===== config.mk =====
export PLATFORM = sky130hd
export DESIGN_NAME = voting_session
export DESIGN_NICKNAME = d
export VERILOG_FILES = /design/src/rtl/voting_session_pkg.sv /design/src/rtl/voting_session_vote_popcount.sv /design/src/rtl/voting_session.sv
export SDC_FILE = /design/constraint.sdc
export NUM_CORES = 1
export LEC_CHECK = 0
export BUFFER_PORTS_ARGS = -buffer_cell sky130_fd_sc_hd__buf_2
export CAP_MARGIN = 20
export CORE_MARGIN = 1.5
export CORE_UTILIZATION = 55
export CTS_BUF_LIST = sky130_fd_sc_hd__clkbuf_4 sky130_fd_sc_hd__clkbuf_8
export DETAILED_ROUTE_END_ITERATION = 16
export HOLD_SLACK_MARGIN = 0.08
export PLACE_DENSITY = 0.83
export SLEW_MARGIN = 20
export SYNTH_ARGS = -nofsm -noshare
export SYNTH_HDL_FRONTEND = slang
export SYNTH_SLANG_ARGS = --single-unit
export TNS_END_PERCENT = 20

===== constraint.sdc =====
create_clock -name clk -period 4.8 [get_ports clk]
set_clock_uncertainty 0.15 [all_clocks]
set_input_delay 1.44 -clock clk [delete_from_list [all_inputs] [get_ports clk]]
set_output_delay 1.44 -clock clk [all_outputs]
set_load 0.01 [all_outputs]

===== src/rtl/voting_session_pkg.sv =====
// voting_session_pkg: ballot FSM states and width helper shared by the voting session files
package voting_session_pkg;
  typedef enum logic [1:0] {IDLE, OPEN, TALLY, DONE} state_t;
  function automatic int clog2(input int v);
    int r = 0;
    while ((1 << r) < v) r++;
    return r;
  endfunction
endpackage


===== src/rtl/voting_session_vote_popcount.sv =====
// vote_popcount: combinational count of set bits in an N-bit vote mask
module vote_popcount
  import voting_session_pkg::*;
#(
  parameter int N = 3,
  localparam int CW = clog2(N + 1)
) (
  input  logic [N-1:0]  v,
  output logic [CW-1:0] cnt
);
  always_comb begin
    cnt = '0;
    for (int i = 0; i < N; i++) cnt = cnt + CW'(v[i]);
  end
endmodule


===== src/rtl/voting_session.sv =====
// voting_session: collects one vote per voter per session and publishes registered tallies and rule flags
module voting_session
  import voting_session_pkg::*;
#(
  parameter int N_VOTERS = 3,
  parameter int TIMEOUT_CYC = 16,
  localparam int CNT_W = clog2(N_VOTERS + 1)
) (
  input  logic                clk,
  input  logic                rst,
  input  logic                open_i,
  input  logic                close_i,
  input  logic [N_VOTERS-1:0] vote_valid_i,
  input  logic [N_VOTERS-1:0] vote_yes_i,
  output logic                busy_o,
  output logic                result_valid_o,
  output logic [CNT_W-1:0]    yes_cnt_o,
  output logic [CNT_W-1:0]    no_cnt_o,
  output logic [CNT_W-1:0]    abst_cnt_o,
  output logic                unanimous_o,
  output logic                majority_o,
  output logic                any_yes_o,
  output logic                none_yes_o,
  output logic                tie_o
);
  localparam int TMR_W = TIMEOUT_CYC > 0 ? clog2(TIMEOUT_CYC + 1) : 1;
  localparam logic [CNT_W-1:0] N_C = CNT_W'(N_VOTERS);
  state_t state, state_n;
  logic [N_VOTERS-1:0] voted, acc, voted_n;
  logic [CNT_W-1:0] yes_c, no_c, acc_yes, acc_no, yes_n, no_n;
  logic [TMR_W-1:0] timer;
  logic close, timeout, opening;
  assign acc = state == OPEN ? vote_valid_i & ~voted : '0;
  assign voted_n = voted | acc;
  vote_popcount #(.N(N_VOTERS)) u_pc_yes (.v(acc & vote_yes_i), .cnt(acc_yes));
  vote_popcount #(.N(N_VOTERS)) u_pc_no (.v(acc & ~vote_yes_i), .cnt(acc_no));
  assign yes_n = yes_c + acc_yes;
  assign no_n = no_c + acc_no;
  assign timeout = TIMEOUT_CYC != 0 && timer == TMR_W'(TIMEOUT_CYC - 1);
  assign close = &voted_n || close_i || timeout;
  assign opening = (state == IDLE || state == DONE) && open_i;
  assign busy_o = state == OPEN || state == TALLY;
  always_comb begin
    state_n = state;
    state_n = opening ? OPEN :
              state == OPEN ? (close ? TALLY : OPEN) :
              state == TALLY ? DONE : state;
  end
  always_ff @(posedge clk) state <= rst ? IDLE : state_n;
  // working counters restart on open; published outputs only change in TALLY
  always_ff @(posedge clk) begin
    if (rst) begin
      voted <= '0;
      yes_c <= '0;
      no_c <= '0;
      timer <= '0;
      result_valid_o <= 1'b0;
      yes_cnt_o <= '0;
      no_cnt_o <= '0;
      abst_cnt_o <= '0;
      unanimous_o <= 1'b0;
      majority_o <= 1'b0;
      any_yes_o <= 1'b0;
      none_yes_o <= 1'b0;
      tie_o <= 1'b0;
    end else begin
      result_valid_o <= state == TALLY;
      if (opening) begin
        voted <= '0;
        yes_c <= '0;
        no_c <= '0;
        timer <= '0;
      end else if (state == OPEN) begin
        voted <= voted_n;
        yes_c <= yes_n;
        no_c <= no_n;
        timer <= timer + TMR_W'(1);
      end
      if (state == TALLY) begin
        yes_cnt_o <= yes_c;
        no_cnt_o <= no_c;
        abst_cnt_o <= N_C - yes_c - no_c;
        unanimous_o <= yes_c == N_C;
        majority_o <= {yes_c, 1'b0} > {1'b0, N_C};
        any_yes_o <= yes_c != '0;
        none_yes_o <= yes_c == '0;
        tie_o <= yes_c == no_c && yes_c != '0;
      end
    end
  end
endmodule


==> summary.txt, run 1 <==
CTS
  – CTS max path bufs: 2
  – Clk_lat worst skew: around 0.31 ns
  – CTS tree: built
  – Root Buffer: clkbuf_4
  – Hold buffers post-CTS: 0
  – H-tree depth: 1
  – Reg clk slew, reported paths: around 0.13 ns
  – Post-CTS resize count: 0
  – CTS Buf Count: 3
  – Setup Buffers After CTS: 0
  – CTS sink count: 25

Synthesis
  – Most used DFF post-synth: dfxtp_1
  – Netlist cell types: 35
  – XOR/XNOR Fraction of Synth Area: about 5.8%
  – Main combinational cell family by area after synthesis: simple AND/OR/NAND/NOR gates
  – Synth Area in Compound Gates: 11.96%
  – Seq cells post-synth: 25
  – EDFF count, synth: 0
  – Mux contribution to synthesized area: 6.772%
  – Synthesized area: 1182 um2
  – Adder-cell share of the synthesized area: 10.79%
  – Post-synth top area share: 42.33%
  – Ys Warns: 0
  – Simple-gate share of the synthesized area: 15.87%
  – Syn Nets: approximately 150
  – Synth area leaders: dfxtp_1 (42%), ha_1 (7.4%), nor2_1 (7.3%)
  – Cells after Synth: 129
  – Register area share after synthesis: between 40% and 50%
  – Ys async rst share: 0%
  – Syn avg cell area: 9.166 um2
  – Post-synth top area cell: dfxtp_1

Power and ir drop
  – Cell Pwr Density: 455.2 nW/um2
  – VDD IR max: 0.0002363 V
  – Static Leak: 0.0005650 uW

Critical path
  – Bufs and invs on worst path: 2
  – Critical Path End Type: flip-flop
  – Arrival time worst endpoint: about 3 ns
  – CP max FO: 3
  – Flop-to-flop setup slack: 2.05 ns
  – Critical path's most frequent cell: nand2_1
  – Crit-path cells: buf_2 > nand2_1 > nor2_1 > nand2_1 > fa_1 > inv_1 > ha_1 > xor2_1 > o211ai_1 > o31ai_1
  – CP required: a little under 5 ns
  – WS Path Type: primary input to flip-flop
  – CP startpoint kind: primary input
  – CP peak stage delay: 0.47 ns
  – Top cell family by delay on the critical path: adder cells
  – CP max stage cell: fa_1

Outcome
  – Outcome: completed

Detailed routing
  – WL final: 2.148 mm
  – First-pass DRT Iterations: 4
  – Vias per inst: 5.207
  – DR vias: approximately 910
  – Post-DRT Antenna Nets: 0
  – Initial drt markers: 17
  – Drt drc: 0
  – Wire per inst: 12.34 um

Timing
  – Worst Slack Setup Final: roughly 1.9 ns
  – Highest clock rate: 344.5 MHz
  – Post-layout min period: 2.903 ns
  – Unrepaired setup endpoints after global routing: no
  – Final Max Slew Viols: 0
  – Slew HR: 55.48%
  – Fin. Hold Viols: 0
  – Tcrit/Tclk final: 60.47%
  – Setup TNS: 0 ns
  – Worst Max-Slew Pin Slew: around 0.67 ns
  – # setup viols final: 0

Layout
  – Layout cell share with drive strength beyond 1: 19.05%
  – Antenna cells: 0
  – Commonest cells after routing, fill and taps aside: dfxtp_1 (25), nor2_1 (23), buf_2 (22)
  – Most common cell after layout, fill and taps aside: dfxtp_1
  – Area growth syn-to-layout: 10.48%
  – Fin nets: 167

Floorplan
  – Core Rows: 16
  – Placeable core region: 2002 um2
  – Die Y: roughly 49 um
  – Num ports: 23
  – Die Width: a little under 50 um
  – Initial Util: 59.06%
  – Area of the die: 2437 um2

Global routing
  – Total gr overflow: 0
  – Top Usage Layer GRT: met2
  – GR Util All Layers: 20.53%
  – Initial antenna violation count: 0
  – Met3 GRT Util: under 10%
  – First-pass GRT wire length: 3.905 mm
  – GR Util met1: 24.76%
  – Vias in the first global route: between 900 and 1000
  – Largest net degree at the start of global routing: 18
  – Met2 global-route usage: 37.39%

Placed design
  – DP Worst Slack: 1.563 ns
  – GP Congestion: between 0.7 and 0.8
  – Port Buffers: 22
  – HPWL after DPL: 1.602 mm

Hold path
  – Hold WC Path Type: flip-flop to flip-flop

Flow run
  – Max-cap violations: 0
[path summary, 6_finish.rpt]
path / startpoint / endpoint / cells after the start
worst min register to register: timer[4]$_SDFFE_PP0N_ / timer[4]$_SDFFE_PP0N_ / 2
worst max register to register: state[1]$_SDFFE_PP0P_ / yes_c[1]$_SDFFE_PP0N_ / 11
worst max-delay path: vote_valid_i[2] / yes_c[1]$_SDFFE_PP0N_ / 10
worst min-delay path: timer[4]$_SDFFE_PP0N_ / timer[4]$_SDFFE_PP0N_ / 2
[stage by stage]
step	power [uW]	utilization, %	hold slack [ns]	std cells	instance area, um2
finish	594.7	65.25	0.3445	174	1306
global route	638.4	65.25	0.3628	174	1306
CTS	597.6	65.25	0.3430	174	1306
detailed placement	503.4	63.75	0.3215	170	1276
global placement	488.9	63.75	0.2851	170	1276
floorplan	448.8	-	0.3063	129	1182
[sequential cells by signal (all words and copies together) (netlist names)]
register / count
abst_cnt_o: 2
any_yes_o: 1
no_c: 2
no_cnt_o: 2
none_yes_o: 1
result_valid_o: 1
state: 2
tie_o: 1
timer: 5
unanimous_o: 1
voted: 3
yes_c: 2
yes_cnt_o: 2
[logic make-up (layout without fill, tap and decap cells)]
group,Yosys count,after routing
simple gates,43,43
flops,25,25
compound gates,22,22
buf+inv,15,33
fa+ha+maj,9,9
mux,8,8
xor+xnor,7,7
[cells in the mapped netlist (all sizes together), types with 2 or more instances]
cell type and instances:
dfxtp 25, nand2 8, o21a 2, buf 8
o211ai 2, inv 7, mux2i 8, nand2b 2
nor2 23, nor3 3, xnor2 4, a21oi 8
xor2 3, fa 2, a211oi 3, ha 7
[worst min-delay path: stages, from the launching register on]
cell      delay, ns
dfxtp_1        0.33
nor2_1         0.08
a211oi_1       0.05
[metal layers]
metal | vias up | share of wire (%)
met5 | - | 0
met4 | 0 | 0.56
met3 | 2 | 3.7
met2 | 20 | 50
met1 | 417 | 46
li1 | 467 | -
[where the power goes]
part           leakage [uW]  switching, uW  internal, uW
clock network     0.0000184           59.4          38.0
registers          0.000203           27.1           247
logic              0.000344            129          94.2
total              0.000565            216           379
[final cells by class]
type                            instances  area (um2)
Timing Repair Buffer                   22       110.1
Multi-Input combinational cell         89       605.6
Sequential cell                        25       500.5
Clock buffer                            4       30.03
Inverter                                7       26.28
Tap cell                               27       33.78
Fill cell                             185       695.7
Power figures use the tool's default switching activity.
==> run 2, diff against run 1 <==
--- a/config.mk
+++ b/config.mk
@@ -5,6 +5,7 @@
 export SDC_FILE = /design/constraint.sdc
 export NUM_CORES = 1
 export LEC_CHECK = 0
+export ABC_AREA = 1
 export BUFFER_PORTS_ARGS = -buffer_cell sky130_fd_sc_hd__buf_2
 export CAP_MARGIN = 20
 export CORE_MARGIN = 1.5
@@ -12,7 +13,7 @@
 export CTS_BUF_LIST = sky130_fd_sc_hd__clkbuf_4 sky130_fd_sc_hd__clkbuf_8
 export DETAILED_ROUTE_END_ITERATION = 16
 export HOLD_SLACK_MARGIN = 0.08
-export PLACE_DENSITY = 0.83
+export PLACE_DENSITY = 0.82
 export SLEW_MARGIN = 20
 export SYNTH_ARGS = -nofsm -noshare
 export SYNTH_HDL_FRONTEND = slang
==> constraint.sdc (replaced) <==
create_clock -name clk -period 3 [get_ports clk]
set_clock_uncertainty 0.15 [all_clocks]
set_input_delay 0.9 -clock clk [delete_from_list [all_inputs] [get_ports clk]]
set_output_delay 0.9 -clock clk [all_outputs]
set_load 0.01 [all_outputs]
==> run 2 against run 1 <==
Against the previous run: die area increased by 2.7%; first-iteration DRC count increased by 12%; global-route usage decreased by 0.19 points; wire length increased by 5.3%; critical path depth decreased by 6; power increased by 68%; cell area increased by 4.5%; hold slack got worse by 0.025 ns; critical path type is now flip-flop to primary output; highest routed layer unchanged.
==> summary.txt, run 2 <==
Floorplan
  – Die Width: 50.03 um (was 49.37 um)
  – Area of the die: 2503 um2 (was 2437 um2)
  – Initial Util: 60.15% (was 59.06%)
  – Die Y: 50.03 um (was 49.37 um)
  – Num ports: 23 (unchanged)
  – Placeable core region: 2022 um2 (was 2002 um2)
  – Core Rows: 16 (unchanged)

CTS
  – H-tree depth: 1 (unchanged)
  – CTS max path bufs: 2 (unchanged)
  – CTS tree: built (unchanged)
  – Clk_lat worst skew: 0.33 ns (was 0.31 ns)
  – CTS sink count: 25 (unchanged)
  – CTS Buf Count: 3 (unchanged)
  – Hold buffers post-CTS: 0 (unchanged)
  – Reg clk slew, reported paths: 0.15 ns (was 0.13 ns)
  – Post-CTS resize count: 0 (unchanged)
  – Root Buffer: clkbuf_4 (unchanged)
  – Setup Buffers After CTS: 0 (unchanged)

Synthesis
  – Top cells by count, synth: nand2_1 (37), dfxtp_1 (25), inv_1 (22) (was dfxtp_1 (25), nor2_1 (23), a21oi_1 (8), mux2i_1 (8), nand2_1 (8))
  – Most common cell in the synthesized netlist: nand2_1 (was dfxtp_1)
  – Post-synth top area cell: dfxtp_1 (unchanged)
  – EDFF count, synth: 0 (unchanged)
  – Syn avg cell area: 7.649 um2 (was 9.166 um2)
  – Synthesized area: 1216 um2 (was 1182 um2)
  – Ys async rst share: 0% (unchanged)
  – Synth area leaders: dfxtp_1 (41%), nand2_1 (11%), ha_1 (7.2%) (was dfxtp_1 (42%), ha_1 (7.4%), nor2_1 (7.3%))
  – Cells after Synth: 159 (was 129)
  – Most used DFF post-synth: dfxtp_1 (unchanged)
  – Ys Warns: 0 (unchanged)
  – Syn Nets: 178 (was 148)
  – Post-synth top area share: 41.15% (was 42.33%)
  – Netlist cell types: 28 (was 35)
  – Seq cells post-synth: 25 (unchanged)
  – Register area share after synthesis: 41.15% (was 42.33%)

Layout
  – Most common cell after layout, fill and taps aside: nand2_1 (was dfxtp_1)
  – Commonest cells after routing, fill and taps aside: nand2_1 (37), dfxtp_1 (25), inv_1 (22), buf_2 (22), nor2_1 (17) (was dfxtp_1 (25), nor2_1 (23), buf_2 (22))
  – Fin nets: 201 (was 167)
  – Top flop regs: timer: 5 flops, voted: 3 flops (unchanged)
  – Layout cell share with drive strength beyond 1: 18.78% (was 19.05%)
  – Register with the most flip-flops: timer (unchanged)
  – Number of flip-flops in the largest register: 5 (unchanged)
  – Utilization after layout: 67.51% (was 65.25%)
  – Layout fillers: 182 (was 185)
  – Area growth syn-to-layout: 12.24% (was 10.48%)
  – Antenna cells: 0 (unchanged)
  – Final Instance Count excl. Fillers: 208 (was 174)

Timing
  – Post-layout min period: 2.317 ns
  – Fin. Hold Viols: 0 (unchanged)
  – Hold WS: 0.3190 ns (was 0.3445 ns)
  – Slew HR: 72.61% (was 55.48%)
  – Unrepaired setup endpoints after global routing: no (unchanged)
  – Worst Max-Slew Pin Slew: 0.4109 ns (was 0.6679 ns)
  – Tcrit/Tclk final: 77.24%
  – Highest clock rate: 431.6 MHz
  – Final Max Slew Viols: 0 (unchanged)
  – # setup viols final: 0 (unchanged)
  – Setup TNS: 0 ns (unchanged)

Detailed routing
  – DR vias: 1052 (was 906)
  – Drt drc: 0 (unchanged)
  – WL final: 2.262 mm (was 2.148 mm)
  – Post-DRT Antenna Nets: 0 (unchanged)
  – Wire per inst: 10.88 um (was 12.34 um)
  – Vias per inst: 5.058 (was 5.207)
  – Initial drt markers: 19 (was 17)
  – First-pass DRT Iterations: 4 (unchanged)

Global routing
  – Vias in the first global route: 928 (was 920)
  – Initial antenna violation count: 0 (unchanged)
  – GR Util All Layers: 20.34% (was 20.53%)
  – Largest net degree at the start of global routing: 16 (was 18)
  – First-pass GRT wire length: 3.877 mm (was 3.905 mm)
  – Total gr overflow: 0 (unchanged)

Flow run
  – Max-cap violations: 0 (unchanged)

Placed design
  – GP Congestion: 0.8342 (was 0.7389)
  – DP Cell Count: 204 (was 170)
  – Port Buffers: 22 (unchanged)
  – HPWL after DPL: 1.769 mm (was 1.602 mm)

Critical path
  – CP max stage cell: dfxtp_1 (was fa_1)
  – Crit-path cells: inv_1 > ha_1 > inv_1 > buf_2 (was buf_2 > nand2_1 > nor2_1 > nand2_1 > fa_1 > inv_1 > ha_1 > xor2_1 > o211ai_1 > o31ai_1)
  – Top cell family by delay on the critical path: flip-flops (was adder cells)
  – CP peak stage delay: 0.36 ns (was 0.47 ns)
  – CP max FO: 3 (unchanged)
  – CP required: 1.95 ns (was 4.86 ns)
  – CP startpoint kind: flip-flop (was primary input)
  – WS Path Type: flip-flop to primary output (was primary input to flip-flop)
  – Bufs and invs on worst path: 3 (was 2)
  – Critical path's most frequent cell: inv_1 (was nand2_1)
  – Critical Path End Type: primary output (was flip-flop)
  – Arrival time worst endpoint: 1.27 ns (was 2.96 ns)

Power and ir drop
  – Cell Pwr Density: 732.0 nW/um2 (was 455.2 nW/um2)
  – VDD IR max: 0.0005676 V (was 0.0002363 V)
  – Static Leak: 0.0006612 uW (was 0.0005650 uW)
  – Power, Total: 999.3 uW (was 594.7 uW)

Outcome
  – Outcome: completed (unchanged)

Hold path
  – Hold WC Path Type: flip-flop to flip-flop (unchanged)
run 2: cell types whose count changed in the layout (fill, tap and decap cells not counted), moves of 2 or more:
| cell | change |
|---|---|
| a21oi_1 | +7 |
| xnor2_1 | -2 |
| nor2_1 | -6 |
| nand2b_1 | -2 |
| nand3_1 | +7 |
| mux2i_1 | -8 |
| o211ai_1 | -2 |
| inv_1 | +16 |
| nand2_1 | +29 |
| nand4_1 | +2 |
| xor2_1 | -2 |
run 2: kinds of logic after synthesis:
group,Yosys count,synth area share (%)
simple gates,72,25.93
flops,25,41.15
fa+ha+maj,9,10.49
compound gates,23,11.21
xor+xnor,2,1.441
buf+inv,28,9.773
run 2: layer usage:
layer | track usage, % | vias up | wire length, um
met5 | 0 | - | 0
met4 | 8.333 | 0 | 41
met3 | 3.636 | 4 | 46
met2 | 34.43 | 13 | 1147
met1 | 25.14 | 491 | 1027
li1 | - | 544 | -
run 2: worst register-to-register path, delay by kind of cell (launching register included):
family | cells | cell delay, ns
adders and majority gates | 3 | 0.93
and+or+nand+nor | 6 | 0.60
DFF | 1 | 0.34
AOI/OAI and AO/OA | 1 | 0.13
buffers and inverters | 1 | 0.07
run 2: stage by stage:
stage,setup WS (ns),instance area (um2)
4_1_cts,0.6778,1365
5_1_grt,0.4975,1365
3_5_place_dp,0.3908,1335
6_report,0.6829,1365
2_1_floorplan,0.6207,1216
3_3_place_gp,0.4754,1335
run 2: layout make-up:
| cell class | instances | area, um2 | share of cell area, % |
|---|---|---|---|
| multi-input cells | 106 | 596.8 | 43.72 |
| flip-flops and latches | 25 | 500.5 | 36.66 |
| repair buffers | 23 | 117.6 | 8.616 |
| inverters | 23 | 86.33 | 6.324 |
| well taps | 27 | 33.78 | 2.475 |
| clock buffers | 3 | 22.52 | 1.650 |
| clock inverters | 1 | 7.507 | 0.5500 |
run 2: final timing paths:
path                             startpoint                        end  slack, ns  depth (start not counted)
setup / recovery      state[0]$_SDFFE_PP0P_                     busy_o       0.68                          4
hold / removal    yes_cnt_o[0]$_SDFFE_PP0P_  yes_cnt_o[0]$_SDFFE_PP0P_       0.32                          2
setup reg to reg      state[1]$_SDFFE_PP0P_       no_c[1]$_SDFFE_PP0N_       0.73                         11
hold reg to reg   yes_cnt_o[0]$_SDFFE_PP0P_  yes_cnt_o[0]$_SDFFE_PP0P_       0.32                          2
run 2: power breakdown:
part           leakage [uW]  internal (uW)  switching, uW  total (uW)
Clock             0.0000139           51.0            107         158
Sequential         0.000203            396           35.2         431
Combinational      0.000444            149            261         410
Total              0.000661            596            403         999
==> run 3, diff against run 2 <==
--- a/config.mk
+++ b/config.mk
@@ -5,7 +5,7 @@
 export SDC_FILE = /design/constraint.sdc
 export NUM_CORES = 1
 export LEC_CHECK = 0
-export ABC_AREA = 1
+export ABC_AREA = 0
 export BUFFER_PORTS_ARGS = -buffer_cell sky130_fd_sc_hd__buf_2
 export CAP_MARGIN = 20
 export CORE_MARGIN = 1.5
@@ -13,7 +13,7 @@
 export CTS_BUF_LIST = sky130_fd_sc_hd__clkbuf_4 sky130_fd_sc_hd__clkbuf_8
 export DETAILED_ROUTE_END_ITERATION = 16
 export HOLD_SLACK_MARGIN = 0.08
-export PLACE_DENSITY = 0.82
+export PLACE_DENSITY = 0.83
 export SLEW_MARGIN = 20
 export SYNTH_ARGS = -nofsm -noshare
 export SYNTH_HDL_FRONTEND = slang
==> constraint.sdc (replaced) <==
create_clock -name clk -period 2.3 [get_ports clk]
set_clock_uncertainty 0.15 [all_clocks]
set_input_delay 0.69 -clock clk [delete_from_list [all_inputs] [get_ports clk]]
set_output_delay 0.69 -clock clk [all_outputs]
set_load 0.01 [all_outputs]
==> run 3 against run 2 <==
Against the previous run: largest power group unchanged; critical endpoint is now no_c[1]$_SDFFE_PP0N_; power increased by 31%; die area decreased by 2.6%; combinational power increased by 27%; non-clock buffer count increased by 2; largest cell class unchanged; first-iteration DRC count decreased by 53%.
==> summary.txt, run 3 (synthesis gave the netlist of run 1 again) <==
Hold path
  – Hold WC Path Type: flip-flop to flip-flop (unchanged)
  – HP Start: abst_cnt_o[0]$_SDFFE_PP0P_ (was yes_cnt_o[0]$_SDFFE_PP0P_)

Layout
  – Final Instance Count excl. Fillers: 177 (was 208)
  – Antenna cells: 0 (unchanged)
  – Final instance area: 1374 um2 (was 1365 um2)
  – Number of flip-flops in the largest register: 5 (unchanged)
  – Fin nets: 170 (was 201)
  – Layout fillers: 170 (was 182)
  – Most common cell after layout, fill and taps aside: dfxtp_1 (was nand2_1)
  – Register with the most flip-flops: timer (unchanged)
  – Commonest cells after routing, fill and taps aside: dfxtp_1 (23), buf_2 (22), nor2_1 (21), mux2i_1 (8), a21oi_1 (8) (was nand2_1 (37), dfxtp_1 (25), inv_1 (22), buf_2 (22), nor2_1 (17))
  – Layout cell share with drive strength beyond 1: 27.33% (was 18.78%)
  – Top flop regs: timer: 5 flops, voted: 3 flops (unchanged)
  – Area growth syn-to-layout: 16.19% (was 12.24%)

Timing
  – Worst Slack Setup Final: 0.1067 ns (was 0.6829 ns)
  – Fin. Hold Viols: 0 (unchanged)
  – Slew HR: 58.71% (was 72.61%)
  – Highest clock rate: 455.9 MHz
  – Worst Max-Slew Pin Slew: 0.6193 ns (was 0.4109 ns)
  – Post-layout min period: roughly 2.2 ns
  – Final Max Slew Viols: 0 (unchanged)
  – Unrepaired setup endpoints after global routing: yes (was no)
  – Tcrit/Tclk final: 95.36%
  – # setup viols final: 0 (unchanged)
  – Hold WS: 0.3270 ns (was 0.3190 ns)

CTS
  – Clk_lat worst skew: 0.32 ns (was 0.33 ns)
  – H-tree depth: 1 (unchanged)
  – CTS tree: built (unchanged)
  – CTS sink count: 25 (unchanged)
  – Hold buffers post-CTS: 0 (unchanged)
  – Root Buffer: clkbuf_4 (unchanged)
  – Post-CTS resize count: 0 (unchanged)
  – Setup Buffers After CTS: 0 (unchanged)
  – Reg clk slew, reported paths: 0.13 ns (was 0.15 ns)
  – CTS Buf Count: 3 (unchanged)
  – CTS max path bufs: 2 (unchanged)

Floorplan
  – Initial Util: 59.06% (was 60.15%)
  – Num ports: 23 (unchanged)
  – Die Width: 49.37 um (was 50.03 um)
  – Core Rows: 16 (unchanged)
  – Area of the die: 2437 um2 (was 2503 um2)
  – Placeable core region: 2002 um2 (was 2022 um2)
  – Die Y: 49.37 um (was 50.03 um)

Critical path
  – Critical Path End Type: flip-flop (was primary output)
  – Top cell family by delay on the critical path: adder cells (was flip-flops)
  – Crit-path cells: inv_2 > ha_4 > nand2_4 > nor3_1 > fa_1 > ha_1 > xnor2_1 > nor4_1 > o21bai_1 (was inv_1 > ha_1 > inv_1 > buf_2)
  – CP startpoint kind: flip-flop (unchanged)
  – CP required: 2.38 ns (was 1.95 ns)
  – CP max FO: 4 (was 3)
  – CP max stage cell: fa_1 (was dfxtp_1)
  – Reg2reg start: state[1]$_SDFFE_PP0P_ (unchanged)
  – CP Launch Point: state[1]$_SDFFE_PP0P_ (was state[0]$_SDFFE_PP0P_)
  – WS Path Type: flip-flop to flip-flop (was flip-flop to primary output)
  – Bufs and invs on worst path: 1 (was 3)
  – Arrival time worst endpoint: 2.27 ns (was 1.27 ns)
  – CP peak stage delay: 0.46 ns (was 0.36 ns)

Power and ir drop
  – Sw Pwr: 480.0 uW (was 403.5 uW)
  – Sw frac: 36.74% (was 40.38%)
  – Clk pwr share: 15.8% (about the same)
  – Cell Pwr Density: 951.0 nW/um2 (was 732.0 nW/um2)
  – VDD IR max: 0.0006401 V (was 0.0005676 V)
  – Gate power share: 39.8% (was 41.1%)
  – Power, Total: 1307 uW (was 999.3 uW)
  – P_int: 826.5 uW (was 595.8 uW)
  – Static Leak: 0.0005916 uW (was 0.0006612 uW)
  – Seq pwr share: 44.4% (was 43.1%)

Detailed routing
  – Met3 wire length: 58 um (was 46 um)
  – First-pass DRT Iterations: 4 (unchanged)
  – Post-DRT Antenna Nets: 0 (unchanged)
  – WL met2: 1.136 mm (was 1.147 mm)
  – Routed met1 length: 960 um (was 1.027 mm)
  – Wire per inst: 12.47 um (was 10.88 um)
  – Drt drc: 0 (unchanged)
  – Vias per inst: 5.113 (was 5.058)
  – WL final: 2.207 mm (was 2.262 mm)
  – DR vias: 905 (was 1052)
  – Initial drt markers: 9 (was 19)
  – Highest Signal Layer: met4 (unchanged)

Global routing
  – GR Util All Layers: 21.54% (was 20.34%)
  – Largest net degree at the start of global routing: 18 (was 16)
  – First-pass GRT wire length: 4.022 mm (was 3.877 mm)
  – Vias in the first global route: 971 (was 928)
  – Initial antenna violation count: 0 (unchanged)
  – Total gr overflow: 0 (unchanged)

Placed design
  – HPWL after DPL: 1.630 mm (was 1.769 mm)
  – DP Worst Slack: -0.1452 ns (was 0.3908 ns)
  – DP Cell Count: 173 (was 204)
  – Dpl cell area: 1321 um2 (was 1335 um2)
  – Port Buffers: 22 (unchanged)
  – GP Congestion: 0.7607 (was 0.8342)

Flow run
  – Max-cap violations: 0 (unchanged)

Outcome
  – Outcome: completed (unchanged)
-- run 3: changes by cell type in the layout (fill, tap and decap cells not counted), moves of 4 or more --
cell | before | now
nand3_1 | 8 | 1
inv_1 | 22 | 5
nand2_1 | 37 | 6
nor2_1 | 17 | 21
a21oi_1 | 15 | 8
mux2i_1 | 0 | 8
-- run 3: final cells by class --
type                            count  area, um2  share of cell area, %
Tap cell                           27      33.78                  2.459
Clock buffer                        4      30.03                  2.186
Inverter                            7      26.28                  1.913
Sequential cell                    25      503.0                  36.61
Timing Repair Buffer               25      132.6                  9.654
Multi-Input combinational cell     89      648.1                  47.18
-- run 3: power groups by stage --
stage	clock, uW	sequential, uW	combinational (uW)
6_report	206	580	521
5_1_grt	223	590	592
4_1_cts	212	579	508
3_5_place_dp	0	588	503
3_3_place_gp	0	584	483
2_1_floorplan	0	599	380
-- run 3: metal layers --
metal	global-route usage (%)	vias up
li1	-	472
met1	23.31	411
met2	39.64	16
met3	3.988	6
met4	10.48	0
met5	0	-
-- run 3: final timing paths --
kind	endpoint	slack, ns	cells past startpoint
worst max-delay path	no_c[1]$_SDFFE_PP0N_	0.11	9
worst min-delay path	abst_cnt_o[0]$_SDFFE_PP0P_	0.33	1
worst max register to register	no_c[1]$_SDFFE_PP0N_	0.11	9
worst min register to register	abst_cnt_o[0]$_SDFFE_PP0P_	0.33	1
-- run 3: stage by stage --
step	util, %	TNS (ns)
6_report	68.63	0
2_1_floorplan	-	0
3_5_place_dp	66.00	-0.2545
4_1_cts	67.50	0
3_3_place_gp	66.00	-0.1385
5_1_grt	68.63	-0.05959
